--- config.mk ---
export PLATFORM = sky130hd
export DESIGN_NAME = jk_multimode_reg
export DESIGN_NICKNAME = d
export VERILOG_FILES = /design/src/rtl/jk_pkg.sv /design/src/rtl/jk_cell.sv /design/src/rtl/jk_multimode_reg.sv
export SDC_FILE = /design/constraint.sdc
export NUM_CORES = 1
export LEC_CHECK = 0
export CAP_MARGIN = 40
export CORE_AREA = 2 2 49 74
export DETAILED_ROUTE_END_ITERATION = 6
export DIE_AREA = 0 0 51 76
export MAX_ROUTING_LAYER = met4
export PLACE_DENSITY = 0.85
export SLEW_MARGIN = 10
export SYNTH_ARGS = -nofsm -noshare
export SYNTH_HDL_FRONTEND = slang
export SYNTH_HIERARCHICAL = 1
export SYNTH_SLANG_ARGS = --single-unit
--- constraint.sdc ---
create_clock -name clk -period 3.1 [get_ports clk]
set_input_delay 0.62 -clock clk [delete_from_list [all_inputs] [get_ports clk]]
set_output_delay 0.62 -clock clk [all_outputs]
set_load 0.02 [all_outputs]
--- src/rtl/jk_pkg.sv ---
// Shared types and limits for the JK multimode register bank.
package jk_pkg;

  localparam int unsigned JK_MAX_WIDTH = 32;

  typedef enum logic [1:0] {
    JK_MODE_JK    = 2'd0,
    JK_MODE_LOAD  = 2'd1,
    JK_MODE_COUNT = 2'd2,
    JK_MODE_SHIFT = 2'd3
  } jk_mode_t;

endpackage

--- src/rtl/jk_cell.sv ---
// Single JK flip-flop with clock enable and synchronous active-high reset to rst_val.
module jk_cell (
  input  logic clk,
  input  logic rst,
  input  logic rst_val,
  input  logic ce,
  input  logic j,
  input  logic k,
  output logic q
);

  always_ff @(posedge clk) begin
    if (rst) begin
      q <= rst_val;
    end else if (ce) begin
      unique case ({j, k})
        2'b00:   q <= q;
        2'b01:   q <= 1'b0;
        2'b10:   q <= 1'b1;
        default: q <= ~q;
      endcase
    end
  end

endmodule

--- src/rtl/jk_multimode_reg.sv ---
// WIDTH-bit register bank of JK cells: per-bit JK, parallel load, up/down count, left shift.
// Define JK_MULTIMODE_SAT_EN to make COUNT mode saturate instead of wrapping.
module jk_multimode_reg
  import jk_pkg::*;
#(
  parameter int unsigned       WIDTH     = 8,
  parameter logic [WIDTH-1:0]  RESET_VAL = '0
) (
  input  logic             clk,
  input  logic             rst,
  input  logic             en,
  input  logic [1:0]       mode,
  input  logic [WIDTH-1:0] j,
  input  logic [WIDTH-1:0] k,
  input  logic [WIDTH-1:0] d,
  input  logic             up,
  input  logic             ser_in,
  output logic [WIDTH-1:0] q,
  output logic [WIDTH-1:0] q_not,
  output logic             ser_out,
  output logic             tc
);

  if (WIDTH < 2 || WIDTH > JK_MAX_WIDTH) begin : g_width_check
    $error("jk_multimode_reg: WIDTH out of range");
  end

  jk_mode_t         w_mode;
  logic [WIDTH-1:0] w_q;
  logic [WIDTH-1:0] w_j;
  logic [WIDTH-1:0] w_k;
  logic [WIDTH-1:0] w_toggle;
  logic [WIDTH-1:0] w_shift;
  logic             w_at_limit;

  assign w_mode     = jk_mode_t'(mode);
  assign w_at_limit = up ? (&w_q) : ~(|w_q);
  assign w_shift    = {w_q[WIDTH-2:0], ser_in};

  // Counting as JK toggles: bit i flips when every lower bit is 1 (up) or 0 (down).
  always_comb begin
    logic v_chain;
    w_toggle = '0;
    v_chain  = 1'b1;
    for (int unsigned i = 0; i < WIDTH; i++) begin
      w_toggle[i] = v_chain;
      v_chain     = v_chain & (up ? w_q[i] : ~w_q[i]);
    end
`ifdef JK_MULTIMODE_SAT_EN
    if (w_at_limit) w_toggle = '0;
`endif
  end

  always_comb begin
    w_j = '0;
    w_k = '0;
    unique case (w_mode)
      JK_MODE_JK: begin
        w_j = j;
        w_k = k;
      end
      JK_MODE_LOAD: begin
        w_j = d;
        w_k = ~d;
      end
      JK_MODE_COUNT: begin
        w_j = w_toggle;
        w_k = w_toggle;
      end
      JK_MODE_SHIFT: begin
        w_j = w_shift;
        w_k = ~w_shift;
      end
      default: begin
        w_j = '0;
        w_k = '0;
      end
    endcase
  end

  for (genvar gi = 0; gi < WIDTH; gi++) begin : g_cell
    jk_cell u_cell (
      .clk     (clk),
      .rst     (rst),
      .rst_val (RESET_VAL[gi]),
      .ce      (en),
      .j       (w_j[gi]),
      .k       (w_k[gi]),
      .q       (w_q[gi])
    );
  end

  assign q       = w_q;
  assign q_not   = ~w_q;
  assign ser_out = w_q[WIDTH-1];
  assign tc      = (w_mode == JK_MODE_COUNT) && en && w_at_limit;

endmodule

==> reports/results.ini, run 1 <==
[power]
pwr_density_cell_nw_per_um2 = 322
power.leakage_nw = 0.935
worst_ir_drop_vdd_mv = 0.197
total_power_mw = 0.662

[worst_setup_path]
critPathCaptureType = output pin
critPathMaxStageDelay_ns = 0.62
crit_path_top_delay_cell = clkdlybuf4s50_1
critical_path.max_fanout = 5
path_depth = 5
worstPathArrival_ns = 2.38
critical-path-top-delay-family = buffers and inverters
timing.critical_path.cells = clkdlybuf4s50_1 -> and4_4 -> nand3_1 -> a21oi_1 -> clkdlybuf4s50_1
critical_path.most_common_cell = clkdlybuf4s50_1
timing.reg2reg.worst_path_depth = 7
path_buf_inv = 2
type_of_origin_of_the_critical_path = primary input
worstSetupPathType = primary input to output pin
cp.required_ns = 2.48

[grt]
antenna_found_initial = 0
grt.met3_usage_pct = 2.16
global_route.overflow_total = 0
first_pass_grt_wire_length_um = 6290
first_global_vias = 1489
grt_start_max_net_pins = 25
use_met1_pct = 22.9
global_route.peak_usage_layer = met2
global_route.usage.met2_pct = 37.4
grt.total_usage_pct = 20.9

[floorplanning]
core_area_um2 = 3290
io_pins = 49
initial_utilization_pct = 43.8
fp_rows = 26
fp.dieArea_um2 = 3880
chipHeight_um = 76
floorplan.die.width_um = 51

[synthesis]
synth_top_family_by_area = simple AND/OR/NAND/NOR gates
post_synth_fa_ha_maj_area_fraction_pct = 13.9
synth_mux_area_share_pct = 2.87
syn_area_um2 = 1440
synthesis.area_per_instance_um2 = 7.50
synth_seq_area_share_pct = 16.7
post_synth_inst_count = 192
ys.warnings.count = 6
synth_simple_gate_area_share_pct = 26.2
ys_seq_elements = 8
fraction_of_the_mapped_netlist_area_in_compound_gates_pct = 26.2
ys_types = 40
synthXorXnorAreaFrac_pct = 1.82

[min_path]
whs_path_depth = 2
hold_class = flip-flop to flip-flop

[timing]
grt_setup_unrepaired = no
post-route-period-util_pct = 96.7
timing.fmax_ghz = 0.334
tightestPinTransition_ns = 0.851
slew_headroom_pct = 43.1
finalSetupTns_ns = 0
hold_fails_final_rpt = 0
fin_worst_hold_slack_ns = 0.815
slew_viol_final = 0
setup_viol = 0
timing.final.crit_period_ns = 3.00
skew_ns = 0.00114

[route]
initialDrtViolationCount = 30
drc = 0
route.antenna.remaining_nets = 0
wire_per_inst_um = 12.9
detail_route.vias_per_cell = 5.34
vias = 1549
totalWireLength_um = 3740
drtPass1Iterations = 4

[clock_tree]
clock_sink_count = 8
worst_setup_hold_path_clk_slew_ns = 0.04
clock_insertion_delay_worst_skew_ns = 0.23
cts_setup_buffers = 0
clock-root-buffer = clkbuf_8
hold_buffers = 0
htree_num_levels = 1
cts.path.max_buffers = 2
tritoncts_clock_tree = done
cts_repair_resize_count = 0
tritoncts.num_buffers = 3

[status]
run_status = finished, final reports clean

[layout]
largest_register = g_cell.u_cell/q
top_library_cells_by_usage_in_the_layout_fill_and_taps_aside = clkdlybuf4s50_1 (48), inv_1 (33), nor2_1 (17)
share_of_cells_above_drive_strength_1_pct = 6.85
n_fill_cell = 310
most_common_cell_after_layout_fill_and_taps_aside = clkdlybuf4s50_1
reg_top3 = g_cell.u_cell/q (8)
nNetsFinal = 297
diodes = 0
largest_reg_flops = 8
final_core_utilization_pct = 62.6
layout-area-overhead-vs-synth_pct = 42.7

[placement]
detailed_place_hpwl_um = 2960
rd_place_congestion = 0.854
port-buffer-count = 48

[job]
maxCapViolations = 0

[worst reg2reg max path, delay by kind of cell, from the launching register on]
kind	cells	cell delay, ns
AOI/OAI and AO/OA	3	0.82
buffers and inverters	1	0.08
DFF	1	0.54
adders and majority gates	1	0.31
and+or+nand+nor	2	0.57
[logic make-up (layout without fill, tap and decap cells)]
logic type / after synthesis / in the layout
and+or+nand+nor: 67 / 67
adders and majority gates: 16 / 16
buffers and inverters: 42 / 91
AOI/OAI and AO/OA: 51 / 51
xor gates and xnor gates: 3 / 3
other: 1 / 8
DFF: 8 / 8
muxes: 4 / 4
[final cells by class]
type	instances	area [µm²]	share of cell area (%)
clock buffer	3	41.3	2.01
inverter	33	124	6.03
multi-input combinational	149	1050	51.2
sequential	8	240	11.7
tap	42	52.6	2.56
timing repair buffer	55	546	26.5
[through the flow]
stage                     instances  instance area (µm²)  worst slack, ns
after floorplan                 199                 1470            0.656
after global placement          287                 2010           0.0451
after detailed placement        287                 2010          -0.0502
after CTS                       290                 2060           0.0268
after global routing            290                 2060           0.0516
final                           290                 2060            0.102
[cell usage after synthesis, drive strengths merged]
library cell / instances / area [µm²]
a211oi: 1 / 7.51
a21boi: 1 / 11.3
a21o: 9 / 67.6
a21oi: 13 / 65.1
a2bb2oi: 1 / 8.76
a31oi: 3 / 18.8
and2: 9 / 56.3
and3: 1 / 6.26
and4: 3 / 28.8
buf: 6 / 38.8
clkbuf: 3 / 11.3
conb: 1 / 3.75
edfxtp: 8 / 240
ha: 16 / 200
inv: 33 / 124
mux2: 1 / 11.3
mux2i: 3 / 30.0
nand2: 7 / 26.3
nand2b: 9 / 56.3
nand3: 3 / 15.0
nor2: 17 / 63.8
nor2b: 10 / 62.6
nor3: 3 / 15.0
nor4: 3 / 33.8
o211a: 1 / 10.0
o21ai: 1 / 5.00
o221ai: 4 / 35.0
o22a: 3 / 27.5
o22ai: 2 / 12.5
o2bb2ai: 2 / 17.5
o31a: 8 / 70.1
o32a: 2 / 20.0
or2: 1 / 6.26
or3: 1 / 7.51
xnor2: 3 / 26.3
[path summary, 6_finish.rpt]
check                                          end  slack (ns)                from
worst max-delay path                            tc        0.10                  up
worst min register to register  g_cell[7].u_cell/q        0.82  g_cell[7].u_cell/q
worst max register to register  g_cell[7].u_cell/q        0.53  g_cell[0].u_cell/q
worst min-delay path            g_cell[7].u_cell/q        0.82  g_cell[7].u_cell/q
[routing by layer]
metal | part of all wire (%) | vias to the layer above
met1 | 39 | 718
met3 | 4.6 | 7
li1 | - | 770
met4 | 2.0 | 0
met2 | 54 | 54
met5 | 0 | -
[report_power, final]
part / switching (mW) / internal, mW / leakage (nW)
Combinational: 0.171 / 0.182 / 0.833
Clock: 0.0459 / 0.0846 / 0.0216
Sequential: 0.0360 / 0.142 / 0.0804
Total: 0.253 / 0.409 / 0.935
(Power assumes the default switching activity.)
==> run 2: changes to the inputs <==
--- a/config.mk
+++ b/config.mk
@@ -6,11 +6,11 @@
 export NUM_CORES = 1
 export LEC_CHECK = 0
 export CAP_MARGIN = 40
-export CORE_AREA = 2 2 49 74
+export CORE_AREA = 10 10 57 82
 export DETAILED_ROUTE_END_ITERATION = 6
-export DIE_AREA = 0 0 51 76
+export DIE_AREA = 0 0 67 92
 export MAX_ROUTING_LAYER = met4
-export PLACE_DENSITY = 0.85
+export PLACE_DENSITY = 0.84
 export SLEW_MARGIN = 10
 export SYNTH_ARGS = -nofsm -noshare
 export SYNTH_HDL_FRONTEND = slang
==> constraint.sdc (replaced) <==
create_clock -name clk -period 3.29 [get_ports clk]
set_input_delay 0.658 -clock clk [delete_from_list [all_inputs] [get_ports clk]]
set_output_delay 0.658 -clock clk [all_outputs]
set_load 0.02 [all_outputs]
==> reports/results.ini, run 2 (same netlist as run 1, synthesis figures left out) <==
[grt]
first_pass_grt_wire_length_um = 6300  ; +0.22%
global_route.overflow_total = 0  ; unchanged
antenna_found_initial = 0  ; unchanged
first_global_vias = 1465  ; -1.6%
grt.total_usage_pct = 13.0  ; -7.9 points
grt_start_max_net_pins = 25  ; unchanged

[layout]
most_common_cell_after_layout_fill_and_taps_aside = clkdlybuf4s50_1
share_of_cells_above_drive_strength_1_pct = 6.10  ; -0.76 points
largest_reg_flops = 8  ; unchanged
top_library_cells_by_usage_in_the_layout_fill_and_taps_aside = clkdlybuf4s50_1 (48), inv_1 (33), nor2_1 (17)
largest_register = g_cell.u_cell/q
reg_top3 = g_cell.u_cell/q (8)
nNetsFinal = 295  ; -0.67%
layout-area-overhead-vs-synth_pct = 41.7
diodes = 0  ; unchanged
final_core_utilization_pct = 62.1  ; -0.46 points

[floorplanning]
core_area_um2 = 3290  ; unchanged
io_pins = 49  ; unchanged
floorplan.die.width_um = 67  ; +31%
fp_rows = 26  ; unchanged
initial_utilization_pct = 43.8  ; unchanged
fp.dieArea_um2 = 6160  ; +59%
chipHeight_um = 92  ; +21%

[placement]
rd_place_congestion = 0.820  ; -3.9%
detailed_place_hpwl_um = 3190  ; +7.9%
port-buffer-count = 48  ; unchanged

[clock_tree]
clock_sink_count = 8  ; unchanged
tritoncts_clock_tree = done
cts_setup_buffers = 0  ; unchanged
worst_setup_hold_path_clk_slew_ns = 0.04  ; about the same
hold_buffers = 0  ; unchanged
tritoncts.num_buffers = 3  ; unchanged
clock_insertion_delay_worst_skew_ns = 0.24  ; about the same
cts_repair_resize_count = 0  ; unchanged
clock-root-buffer = clkbuf_8
cts.path.max_buffers = 2  ; unchanged
htree_num_levels = 1  ; unchanged

[worst_setup_path]
path_buf_inv = 2  ; unchanged
cp.required_ns = 2.63  ; +0.15 ns
critical-path-top-delay-family = buffers and inverters
critical_path.most_common_cell = clkdlybuf4s50_1
timing.critical_path.cells = clkdlybuf4s50_1 -> nor4_4 -> nand3_1 -> a21oi_1 -> clkdlybuf4s50_1
critical_path.max_fanout = 6  ; +1
worstSetupPathType = primary input to output pin
critPathCaptureType = output pin
type_of_origin_of_the_critical_path = primary input
worstPathArrival_ns = 2.51  ; +0.13 ns
crit_path_top_delay_cell = clkdlybuf4s50_1
critPathMaxStageDelay_ns = 0.62  ; about the same

[timing]
skew_ns = 0.00414  ; +0.00299 ns
hold_fails_final_rpt = 0  ; unchanged
slew_viol_final = 0  ; unchanged
slew_headroom_pct = 43.3  ; +0.21 points
finalSetupTns_ns = 0  ; unchanged
timing.final.crit_period_ns = 3.17
setup_viol = 0  ; unchanged
post-route-period-util_pct = 96.2
timing.fmax_ghz = 0.316
tightestPinTransition_ns = 0.848  ; -0.00318 ns
grt_setup_unrepaired = no

[power]
switching_power_mw = 0.237  ; -6.3%
seq_power_share_pct = 26.9  ; about the same
total_power_mw = 0.620  ; -6.4%
combPwrFrac_pct = 53.0  ; -0.4 points
worst_ir_drop_vdd_mv = 0.187  ; -4.9%
power.internal_mw = 0.383  ; -6.4%
power.leakage_nw = 0.925  ; -1.1%
clock_power_share_pct = 20.1  ; +0.4 points
pwr_density_cell_nw_per_um2 = 304  ; -5.7%
power.share.switching_pct = 38.3  ; about the same

[route]
wire_per_inst_um = 13.7  ; +6.2%
vias = 1498  ; -3.3%
drc = 0  ; unchanged
totalWireLength_um = 3950  ; +5.4%
route.antenna.remaining_nets = 0  ; unchanged
detail_route.vias_per_cell = 5.20  ; -2.6%
initialDrtViolationCount = 68  ; +130%
drtPass1Iterations = 4  ; unchanged

[status]
run_status = finished, final reports clean

[job]
maxCapViolations = 0  ; unchanged

[min_path]
hold_class = flip-flop to flip-flop

[run 2: cell count changes in the layout (fill, tap and decap cells not counted), sizes merged]
cell  delta
buf      -2
[run 2: per-stage QoR]
step | setup slack [ns] | cells | hold slack, ns | area [µm²]
floorplan | 0.808 | 199 | 0.838 | 1470
global placement | 0.159 | 285 | 0.814 | 2000
detailed placement | 0.0900 | 285 | 0.818 | 2000
CTS | 0.118 | 288 | 0.828 | 2040
global route | 0.00975 | 288 | 0.884 | 2040
finish | 0.124 | 288 | 0.815 | 2040
[run 2: power by group through the flow]
stage          combinational (mW)  sequential, mW  clock [mW]
6_report                    0.328           0.167       0.124
3_5_place_dp                0.329           0.169           0
2_1_floorplan               0.180           0.175           0
3_3_place_gp                0.322           0.169           0
5_1_grt                     0.360           0.171       0.132
4_1_cts                     0.332           0.167       0.127
[run 2: worst paths after layout]
path	startpoint	endpoint	slack (ns)	cells past startpoint
worst max-delay path	up	tc	0.12	5
worst min-delay path	g_cell[7].u_cell/q	g_cell[7].u_cell/q	0.82	2
worst max register to register	g_cell[0].u_cell/q	g_cell[7].u_cell/q	0.77	7
worst min register to register	g_cell[7].u_cell/q	g_cell[7].u_cell/q	0.82	2
[run 2: worst register-to-register path, delay by kind of cell, from the launching register on]
family                   cells  cell delay [ns]
AO/OA/AOI/OAI                3             0.81
AND/OR/NAND/NOR              2             0.56
flip-flops                   1             0.52
adder cells (fa/ha/maj)      1             0.30
buffers and inverters        1             0.07
[run 2: layout make-up]
class,instances,area (µm²)
tap,42,52.6
inverter,33,124
clock buffer,3,41.3
multi-input combinational,149,1050
fill,293,1240
timing repair buffer,53,531
sequential,8,240
[run 2: per-layer routing]
layer | vias up | global-route usage (%) | share of wire [%]
met4 | 0 | 5.84 | 1.9
li1 | 762 | - | -
met5 | - | - | 0
met3 | 7 | 2.19 | 5.2
met1 | 684 | 13.4 | 40
met2 | 45 | 23.0 | 53
==> patch 1 (settings of run 1) <==
Put a register stage on the output `q_not`, without a reset. The value now appears one clock later. The other outputs are not delayed to match.
--- a/src/rtl/jk_multimode_reg.sv
+++ b/src/rtl/jk_multimode_reg.sv
@@ -92,5 +92,7 @@
 
   assign q       = w_q;
-  assign q_not   = ~w_q;
+  always_ff @(posedge clk) begin
+    q_not <= ~w_q;
+  end
   assign ser_out = w_q[WIDTH-1];
   assign tc      = (w_mode == JK_MODE_COUNT) && en && w_at_limit;
Behaviour: not the same (a bounded check fails within 4 cycles, from zero or initial values and one cycle with rst high).
==> patch 1 against run 1 <==
- setup slack lost 0.032 ns
- largest power group unchanged
- synthesized area rose by 9.2%
- design area grew 13%
- sequential cell count increased by 8
- routed wire length increased by 14%
- total power grew 28%
- combinational power rose by 8.2%
==> patch 1: results (changes against run 1) <==
Global route
  – GR Layer Usage met2: 42.7% (+5.3 points)
  – Overall Global Routing Usage: 23.8% (+2.9 points)
  – First-pass GRT wire length: 7030 um (+12%)
  – Routing usage on met3: 1.96% (-0.20 points)

Placed design
  – GPL Wtd Cong: 0.862 (+0.95%)
  – Placed Cells: 303 (+5.6%)
  – DP Area: 2250 um2 (+11%)

Power and ir drop
  – Leak pwr: 1.06 nW (+14%)
  – P_clk: 172 uW (+31%)
  – Switching share of power: 35.3% (-2.9 points)

Yosys
  – Mean Syn Cell Area: 8.07 um2 (+7.5%)
  – Main combinational cell family by area after synthesis: compound AO/OA/AOI/OAI gates
  – Top cells by area, synth: edfxtp_1 (15%), ha_1 (13%), dfxtp_1 (10%)
  – Adder-cell share of the synthesized area: 12.7% (-1.2 points)
  – Mux contribution to synthesized area: 1.99% (-0.88 points)
  – Post-synth top cells: inv_1 (33), ha_1 (16), nor2_1 (14)
  – Compound-Gate Fraction of Synth Area: 26.6% (+0.42 points)

Final layout
  – Fill cells: 258 (-17%)
  – Layout cell share with drive strength beyond 1: 12.5% (+5.6 points)
  – Largest registers: g_cell.u_cell/q (8), q_not (8)
  – Area Overhead vs Synth: 47.5%

Drt
  – Vias per Instance: 5.41 (+1.2%)
  – DR iter-0 viols: 36 (+20%)
  – Routed met1 length: 1510 um (+2.7%)
  – Met2 wire length: 2390 um (+19%)
  – Routed vias: 1660 (+7.2%)

Clock network
  – Clock slew at reported path FFs: 0.07 ns (+0.03 ns)
  – Clock Latency Late Sink: 0.26 ns (+0.03 ns)
  – Post-CTS Resized: 1 (+1)

Worst setup path
  – Slowest CP cell: or4_4
  – Slowest stage delay, CP: 0.59 ns (-0.03 ns)
  – Crit Path Max Fanout: 4 (-1)
  – Worst Path Arrival: 3.04 ns (+0.66 ns)

Run status
  – Status: complete, no violations

Timing
  – Setup Skew: 0.00220 ns (+0.00106 ns)
  – Slew @ Worst Pin: 0.862 ns (+0.0111 ns)
==> patch 1: critical path, delay by kind of cell <==
family | cells | cell delay (ns)
adder cells (fa/ha/maj) | 1 | 0.29
AND/OR/NAND/NOR | 2 | 0.75
AO/OA/AOI/OAI | 3 | 0.73
buffers and inverters | 3 | 0.65
==> patch 1: layout make-up <==
| class | count | area share (%) |
|---|---|---|
| flip-flops and latches | 16 | 17.3 |
| well taps | 42 | 2.27 |
| inverters | 33 | 5.34 |
| clock inverters | 1 | 0.162 |
| clock buffers | 3 | 1.78 |
| multi-input cells | 143 | 45.7 |
| repair buffers | 69 | 27.5 |
==> patch 1: worst paths after layout <==
check / from / endpoint / slack (ns) / cells past startpoint
setup / recovery: up / g_cell[6].u_cell/q / 0.07 / 9
hold / removal: g_cell[7].u_cell/q / q_not[7] / 0.57 / 1
setup reg to reg: g_cell[0].u_cell/q / g_cell[6].u_cell/q / 0.47 / 8
hold reg to reg: g_cell[7].u_cell/q / q_not[7] / 0.57 / 1
==> patch 2 (config.mk and constraints of run 1) <==
Made on the original files. The option `JK_MULTIMODE_SAT_EN` is turned on by a define.
--- a/src/rtl/jk_multimode_reg.sv
+++ b/src/rtl/jk_multimode_reg.sv
@@ -1,4 +1,6 @@
 // WIDTH-bit register bank of JK cells: per-bit JK, parallel load, up/down count, left shift.
 // Define JK_MULTIMODE_SAT_EN to make COUNT mode saturate instead of wrapping.
+`define JK_MULTIMODE_SAT_EN
+
 module jk_multimode_reg
   import jk_pkg::*;
Formal check against the unedited RTL: not equivalent (Yosys sat finds a counterexample within 4 cycles, from zero or initial values and one cycle with rst high).
==> patch 2 against run 1 <==
- via count is 7.5% higher
- critical path type is now flip-flop to primary output
- setup slack improved by 0.10 ns
- synthesized area decreased by 1.0%
- design area is 5.9% higher
- routed wire length increased by 11%
- sequential cell count is the same
- total power increased by 4.8%
==> patch 2: results (changes against run 1) <==
Run status
  – Status: complete, no violations

Timing
  – Setup Skew: 0.000513 ns (-0.000631 ns)
  – Slew HR: 44.6% (+1.6 points)
  – Hold Slack: 0.825 ns (+0.00954 ns)

Worst setup path
  – Worst Path Arrival: 2.27 ns (-0.11 ns)
  – R2R setup slack: 0.26 ns (-0.27 ns)
  – Worst r2r path cells: 9 (+2)
  – Slowest stage delay, CP: 0.57 ns (-0.05 ns)
  – Largest delay share family, worst path: simple AND/OR/NAND/NOR gates
  – R2r endpoint: g_cell[2].u_cell/q
  – Slowest CP cell: or4_4

Power and ir drop
  – Sw Pwr: 265 uW (+4.7%)
  – Total power: 693 uW (+4.8%)
  – Sequential Power: 156 uW (-12%)
  – Comb power frac: 58.1% (+4.7 points)
  – Leak pwr: 1.03 nW (+9.6%)
  – Worst IR Drop VDD: 0.250 mV (+27%)

Placed design
  – GPL Wtd Cong: 0.933 (+9.3%)
  – Post-place setup slack: -0.135 ns (-0.0846 ns)
  – DP Area: 2130 um2 (+6.0%)
  – Dpl hpwl: 3240 um (+9.4%)
  – Placed Cells: 314 (+9.4%)

Final layout
  – Fill cells: 268 (-14%)
  – Post-route insts no fill: 317 (+9.3%)
  – Net count reported at finish: 324 (+9.1%)
  – Layout cell share with drive strength beyond 1: 12.7% (+5.9 points)

Yosys
  – Mux contribution to synthesized area: 1.49% (-1.4 points)
  – Seq/Total Area, Yosys: 16.9% (+0.18 points)
  – Syn Inst Count: 200 (+4.2%)
  – Top cells by area, synth: edfxtp_1 (17%), ha_1 (14%), inv_1 (9.2%)
  – Post-synth top cells: inv_1 (35), nor2_1 (21), ha_1 (16)
  – Synth unique cells: 39 (-2.5%)
  – Post-Synth XOR/XNOR Area: 1.84% (+0.019 points)
  – Compound-Gate Fraction of Synth Area: 29.1% (+2.9 points)

Drt
  – Routed Wire Length: 4160 um (+11%)
  – DR iter-0 viols: 69 (+130%)
  – Routed vias: 1665 (+7.5%)

Clock network
  – CTS root buf: clkbuf_8

Global route
  – Vias in the first global route: 1645 (+10%)
  – First-pass GRT wire length: 7270 um (+16%)
==> patch 2: kinds of logic after synthesis <==
family / after synthesis
simple gates: 64
xor+xnor: 3
mux: 2
other cells: 1
buf+inv: 44
flops: 8
fa+ha+maj: 16
compound gates: 62
==> patch 2: timing repair <==
item	in CTS	in global routing
endpoints found under the hold margin	0	0
resized for setup	1	2
endpoints found under the setup margin	1	4
pin swaps	0	0
==> patch 2: area by class of cell <==
type	count	area, um2	area share, %
Clock buffer	3	41.3	1.90
Inverter	35	131	6.03
Multi-Input combinational cell	155	1030	47.5
Sequential cell	8	240	11.0
Tap cell	42	52.6	2.41
Timing Repair Buffer	74	677	31.1
==> patch 2: worst max-delay path by stage <==
stage	from	to	slack [ns]	cells past startpoint
2_1_floorplan	g_cell[0].u_cell/q	g_cell[6].u_cell/q	0.25	9
5_1_grt	g_cell[0].u_cell/q	g_cell[2].u_cell/q	0.11	9
6_report	g_cell[0].u_cell/q	tc	0.21	5
3_5_place_dp	up	g_cell[4].u_cell/q	-0.13	10
4_1_cts	up	g_cell[3].u_cell/q	0.09	9
3_3_place_gp	up	g_cell[4].u_cell/q	-0.08	10
==> patch 2: worst register-to-register path, delay by kind of cell (launching register included) <==
kind	cells	cell delay [ns]
AND/OR/NAND/NOR	4	1.37
adder cells (fa/ha/maj)	1	0.23
flip-flops	1	0.41
AO/OA/AOI/OAI	2	0.36
buffers and inverters	2	0.23
==> patch 2: metal layers <==
| metal | track usage, % | vias to the layer above | wire, um |
|---|---|---|---|
| li1 | - | 840 | - |
| met1 | 28.5 | 760 | 1720 |
| met2 | 41.2 | 55 | 2150 |
| met3 | 2.16 | 10 | 205 |
| met4 | 8.92 | 0 | 88 |
| met5 | - | - | 0 |
